$ cat src/rtl/instr_fetch_unit.sv
// Instruction fetch stage: owns the fetch PC, issues imem requests, buffers responses in a prefetch FIFO.
// Optional feature macro IFU_ALIGN_CHECK_EN: misaligned redirects enter FAULT and deliver one fault entry.
module instr_fetch_unit #(
  parameter int          DEPTH    = 4,
  parameter logic [31:0] RESET_PC = 32'h0000_0000
) (
  input  logic        clk,
  input  logic        rst,
  output logic        imem_req_valid,
  input  logic        imem_req_ready,
  output logic [31:0] imem_req_addr,
  input  logic        imem_rsp_valid,
  input  logic [31:0] imem_rsp_data,
  input  logic        redirect_valid,
  input  logic [31:0] redirect_pc,
  output logic        instr_valid,
  input  logic        instr_ready,
  output logic [31:0] instr_data,
  output logic [31:0] instr_pc,
  output logic        instr_fault
);

  // Handshakes: a transfer happens on a rising edge where valid && ready; valid never
  // depends on ready, and a redirect in the same cycle cancels issue and pop.
  localparam int          AW      = (DEPTH > 1) ? $clog2(DEPTH) : 1;
  localparam int          CW      = $clog2(DEPTH + 1);
  localparam logic [31:0] NOP     = 32'h0000_0013;
  localparam logic [CW+1:0] DEPTH_W = (CW+2)'(DEPTH);

  typedef enum logic [1:0] {
    ST_BOOT  = 2'd0,
    ST_RUN   = 2'd1
`ifdef IFU_ALIGN_CHECK_EN
    , ST_FAULT = 2'd2
`endif
  } state_t;

  state_t        state_q, state_d;
  logic [31:0]   fetch_pc_q;
  logic [CW-1:0] live_q, live_d;
  logic [CW-1:0] drop_q, drop_d;
  logic [CW-1:0] fifo_cnt_q;
  logic [AW-1:0] rd_ptr_q, wr_ptr_q;
  logic [AW-1:0] pend_rd_q, pend_wr_q;

  logic [31:0]   pc_mem   [DEPTH];
  logic [31:0]   data_mem [DEPTH];
  logic [31:0]   pend_pc  [DEPTH];
`ifdef IFU_ALIGN_CHECK_EN
  logic          fault_mem [DEPTH];
`endif

  logic          accept, rsp_keep, rsp_drop, pop, fault_redirect;
  logic [CW+1:0] credit_sum;
  logic          fifo_we;
  logic [AW-1:0] fifo_waddr;
  logic [31:0]   fifo_wpc, fifo_wdata;

`ifdef IFU_ALIGN_CHECK_EN
  assign fault_redirect = redirect_valid && (redirect_pc[1:0] != 2'b00);
`else
  assign fault_redirect = 1'b0;
`endif

  // Every outstanding request reserves a FIFO slot, so the FIFO can never overflow.
  assign credit_sum     = (CW+2)'(fifo_cnt_q) + (CW+2)'(live_q) + (CW+2)'(drop_q);
  assign imem_req_valid = (state_q == ST_RUN) && !redirect_valid && (credit_sum < DEPTH_W);
  assign imem_req_addr  = fetch_pc_q;
  assign accept         = imem_req_valid && imem_req_ready;

  assign rsp_drop = imem_rsp_valid && (drop_q != '0);
  assign rsp_keep = imem_rsp_valid && (drop_q == '0) && !redirect_valid;

  assign instr_valid = (fifo_cnt_q != '0);
  assign pop         = instr_valid && instr_ready && !redirect_valid;
  assign instr_data  = instr_valid ? data_mem[rd_ptr_q] : 32'h0;
  assign instr_pc    = instr_valid ? pc_mem[rd_ptr_q] : 32'h0;
`ifdef IFU_ALIGN_CHECK_EN
  assign instr_fault = instr_valid ? fault_mem[rd_ptr_q] : 1'b0;
`else
  assign instr_fault = 1'b0;
`endif

  // FSM
  always_ff @(posedge clk) begin
    if (rst) state_q <= ST_BOOT;
    else     state_q <= state_d;
  end

  always_comb begin
    state_d = state_q;
    case (state_q)
      ST_BOOT: state_d = ST_RUN;
      default: state_d = state_q;
    endcase
    if (redirect_valid) begin
`ifdef IFU_ALIGN_CHECK_EN
      state_d = fault_redirect ? ST_FAULT : ST_RUN;
`else
      state_d = ST_RUN;
`endif
    end
  end

  // Outstanding-request accounting: a redirect turns every live request into a drop.
  always_comb begin
    live_d = live_q;
    drop_d = drop_q;
    if (redirect_valid) begin
      live_d = '0;
      drop_d = drop_q + live_q + CW'(accept) - CW'(imem_rsp_valid);
    end else begin
      live_d = live_q + CW'(accept) - CW'(rsp_keep);
      drop_d = drop_q - CW'(rsp_drop);
    end
  end

  always_ff @(posedge clk) begin
    if (rst) begin
      fetch_pc_q <= RESET_PC;
      live_q     <= '0;
      drop_q     <= '0;
    end else begin
      live_q <= live_d;
      drop_q <= drop_d;
      if (redirect_valid)  fetch_pc_q <= {redirect_pc[31:2], 2'b00};
      else if (accept)     fetch_pc_q <= fetch_pc_q + 32'd4;
    end
  end

  // Pending-PC tracker; every response pops it, kept or dropped, since responses are in order.
  always_ff @(posedge clk) begin
    if (rst) begin
      pend_rd_q <= '0;
      pend_wr_q <= '0;
    end else begin
      if (accept)         pend_wr_q <= pend_wr_q + AW'(1);
      if (imem_rsp_valid) pend_rd_q <= pend_rd_q + AW'(1);
    end
  end

  always_ff @(posedge clk) begin
    if (accept) pend_pc[pend_wr_q] <= fetch_pc_q;
  end

  // FIFO write port: either a kept response or the single fault entry of a misaligned redirect.
  assign fifo_we    = fault_redirect || rsp_keep;
  assign fifo_waddr = fault_redirect ? '0 : wr_ptr_q;
  assign fifo_wpc   = fault_redirect ? redirect_pc : pend_pc[pend_rd_q];
  assign fifo_wdata = fault_redirect ? NOP : imem_rsp_data;

  always_ff @(posedge clk) begin
    if (fifo_we) begin
      pc_mem[fifo_waddr]   <= fifo_wpc;
      data_mem[fifo_waddr] <= fifo_wdata;
`ifdef IFU_ALIGN_CHECK_EN
      fault_mem[fifo_waddr] <= fault_redirect;
`endif
    end
  end

  always_ff @(posedge clk) begin
    if (rst) begin
      rd_ptr_q   <= '0;
      wr_ptr_q   <= '0;
      fifo_cnt_q <= '0;
    end else if (redirect_valid) begin
      rd_ptr_q   <= '0;
      wr_ptr_q   <= fault_redirect ? AW'(1) : '0;
      fifo_cnt_q <= fault_redirect ? CW'(1) : '0;
    end else begin
      if (rsp_keep) wr_ptr_q <= wr_ptr_q + AW'(1);
      if (pop)      rd_ptr_q <= rd_ptr_q + AW'(1);
      fifo_cnt_q <= fifo_cnt_q + CW'(rsp_keep) - CW'(pop);
    end
  end

endmodule

$ cat config.mk
export PLATFORM = sky130hd
export DESIGN_NAME = instr_fetch_unit
export DESIGN_NICKNAME = d
export VERILOG_FILES = /design/src/rtl/instr_fetch_unit.sv
export SDC_FILE = /design/constraint.sdc
export NUM_CORES = 1
export LEC_CHECK = 0
export CAP_MARGIN = 10
export CORE_MARGIN = 4
export CORE_UTILIZATION = 54
export CTS_BUF_LIST = sky130_fd_sc_hd__clkbuf_16
export CTS_CLUSTER_SIZE = 20
export DETAILED_ROUTE_END_ITERATION = 12
export PLACE_DENSITY_LB_ADDON = 0.3
export SLEW_MARGIN = 15
export SYNTH_ARGS = -nofsm -noshare
export SYNTH_HDL_FRONTEND = slang
export SYNTH_SLANG_ARGS = --single-unit
$ cat constraint.sdc
create_clock -name clk -period 12.1 [get_ports clk]
set_clock_uncertainty 0.2 [all_clocks]
set_input_delay 2.42 -clock clk [delete_from_list [all_inputs] [get_ports clk]]
set_output_delay 2.42 -clock clk [all_outputs]
set_load 0.01 [all_outputs]
==> results.ini <==
[run_status]
status = completed

[place]
hpwlAfterDp_um = 20100
place_congestion = 0.848
portBuffers = 161

[flow_run]
max-cap-violations = 0

[grt]
grt_pass1_vias = 9445
grt.total_usage_pct = 20.2
grt_max_degree = 64
grt.overflow.total = 0
grt_antenna_before_repair = 0
grt_pass1_wl_um = 53300

[floorplanning]
io_pins = 169
die_w_um = 185
core_area_mm2 = 0.0307
fp.dieArea_mm2 = 0.0340
initial_utilization_pct = 54.9
rows = 64
dieHeight_um = 185

[route]
first_pass_iters = 5
vias = 9130
drt-total-wl_um = 33500
vias_per_cell = 5.90
drt_iter0_markers = 648
drc = 0
wl_per_cell_um = 21.7
ant_nets = 0

[clock_network]
clock_sinks = 420
cts_resized = 0
cts_root_buffer = clkbuf_16
numCtsBuffers = 42
clk_pin_slew_ps = 60
postCtsSetupBuffers = 0
postCtsHoldBufs = 0
h-tree-depth = 2
clock_latency_ps = 530
clockBufferDepth = 3
cts_tree = yes

[final_layout]
final_common_cell = edfxtp_1
syn_to_final_growth_pct = 20.2
final_nets = 1215
antennaDiodeCount = 0
nFillCells = 2083
drive_gt1_share_pct = 16.2
final_util_pct = 66.0
final_cell_mix = edfxtp_1 (368), clkdlybuf4s50_1 (161), mux4_2 (92), nor2b_1 (63), dfxtp_1 (48)

[pwr]
p_leak_nw = 6.41
p_int_mw = 2.56
p_clk_share_pct = 39.2
p_comb_share_pct = 9.2
p_sw_mw = 0.708
ir_drop_v = 0.000116
seqPwrFrac_pct = 51.5
power.share.switching_pct = 21.6
power_mw = 3.27
p_per_area_mw_per_mm2 = 162

[critical_path]
start_kind = input pin
cp_max_fo = 41
r2r_cells = 12
worstSetupEndpointType = output port
reg2reg_from = live_q[1]$_SDFF_PP0_
cp.required_ps = 9480
critPathKind = in -> out
crit_start = redirect_valid
worstPathArrival_ps = 4350

[synthesis]
yosys-top-cells-area = edfxtp_1 (66%), mux4_2 (12%), dfxtp_1 (6.2%)
yosys_warnings = 0
ys.flop_type = edfxtp_1
ys_seq_area_share_pct = 71.9
synth_edf_count = 368
syn_avg_cell_area_um2 = 17.8
async_flop_share_pct = 0
ys_ff_latch = 420
synth_cell_types = 57
synth_top_area_cell = edfxtp_1
synth_top_cell_area_share_pct = 65.7
syn_inst = 945
synth_area_mm2 = 0.0168

[min_path]
worstHoldStart = pend_wr_q[1]$_SDFFE_PP0P_
min_path_cells = 2
hold_path_class = reg -> reg

[sta]
slew_headroom_pct = 33.7
finalHoldViolCount = 0
setup_tns_ps = 0
slew_viol_final = 0
setup_viol = 0
period_needed_ps = 6970
worst_slew_pin_slew_ps = 994
fmax_mhz = 143
period_share_pct = 57.6
rsz0062_at_grt = false

logic make-up after synthesis:
logic type / synth area share [%]
flip-flops: 71.9
AND/OR/NAND/NOR: 7.23
multiplexers: 12.5
AO/OA/AOI/OAI: 3.32
buffers and inverters: 2.07
adder cells (fa/ha/maj): 2.32
XOR/XNOR: 0.677
other: 0.0223
per-stage QoR:
stage	worst slack [ps]	hold slack, ps	cells	area, µm²
detailed placement	5170	294	1470	18800
finish	5130	310	1547	20200
floorplan	6360	269	949	16800
global route	5060	342	1547	20200
global placement	5150	279	1470	18800
CTS	5170	316	1547	20200
flip-flops by register name, indices dropped and copies added, names as in the netlist, named ones only:
register       flops
pend_rd_q          2
live_q             3
imem_req_addr     30
data_mem         128
fifo_waddr         2
pc_mem           120
state_q            1
drop_q             3
rd_ptr_q           2
pend_pc          120
fifo_cnt_q         3
pend_wr_q          2
per-layer routing:
layer  track usage (%)  part of all wire, %
met4              5.09                  1.7
met3              4.58                  8.6
met2              32.8                   48
met1              28.2                   41
met5                 0                    0
worst paths after layout:
path                            slack [ps]                        end
worst max-delay path                  5130             imem_req_valid
worst max register to register        7410       drop_q[2]$_SDFF_PP0_
worst min register to register         310  pend_wr_q[1]$_SDFFE_PP0P_
worst min-delay path                   310  pend_wr_q[1]$_SDFFE_PP0P_
worst max-delay path: stages:
cell and delay [ps]:
clkdlybuf4s50_1 450, buf_4 390, nor2_1 130, o211ai_1 120, buf_4 240, nor2_1 70, clkdlybuf4s50_1 510
area by class of cell:
class	instances	area, µm²	share of cell area [%]
clock inverter	34	302	1.49
tap	396	495	2.45
multi-input combinational	448	4430	21.9
timing repair buffer	174	1710	8.45
inverter	32	120	0.594
sequential	420	12100	59.8
clock buffer	43	1080	5.32
power by group through the flow:
| stage | Sequential [mW] | Combinational, mW | Clock [mW] |
|---|---|---|---|
| CTS | 1.69 | 0.308 | 1.31 |
| global route | 1.69 | 0.335 | 1.38 |
| floorplan | 1.70 | 0.186 | 0 |
| global placement | 1.71 | 0.298 | 0 |
| finish | 1.69 | 0.302 | 1.28 |
| detailed placement | 1.72 | 0.306 | 0 |
Yosys cell counts, drive strengths merged (2+ instances only):
cell type and number:
edfxtp 368, and2 6, nand3 14, clkbuf 30
nand2 39, a211oi 7, o311ai 4, nor3 11
xnor2 9, nor4 18, mux2 2, nor3b 2
o21ai 10, a21oi 30, dfxtp 52, mux4 92
a22oi 5, xor2 4, o22ai 6, o211ai 5
ha 20, or3 5, a31oi 11, and3 10
buf 18, nand4 12, nor2b 63, inv 32
nor2 28, or4 7, fa 7
No activity file was read; power rests on OpenSTA's default activity.
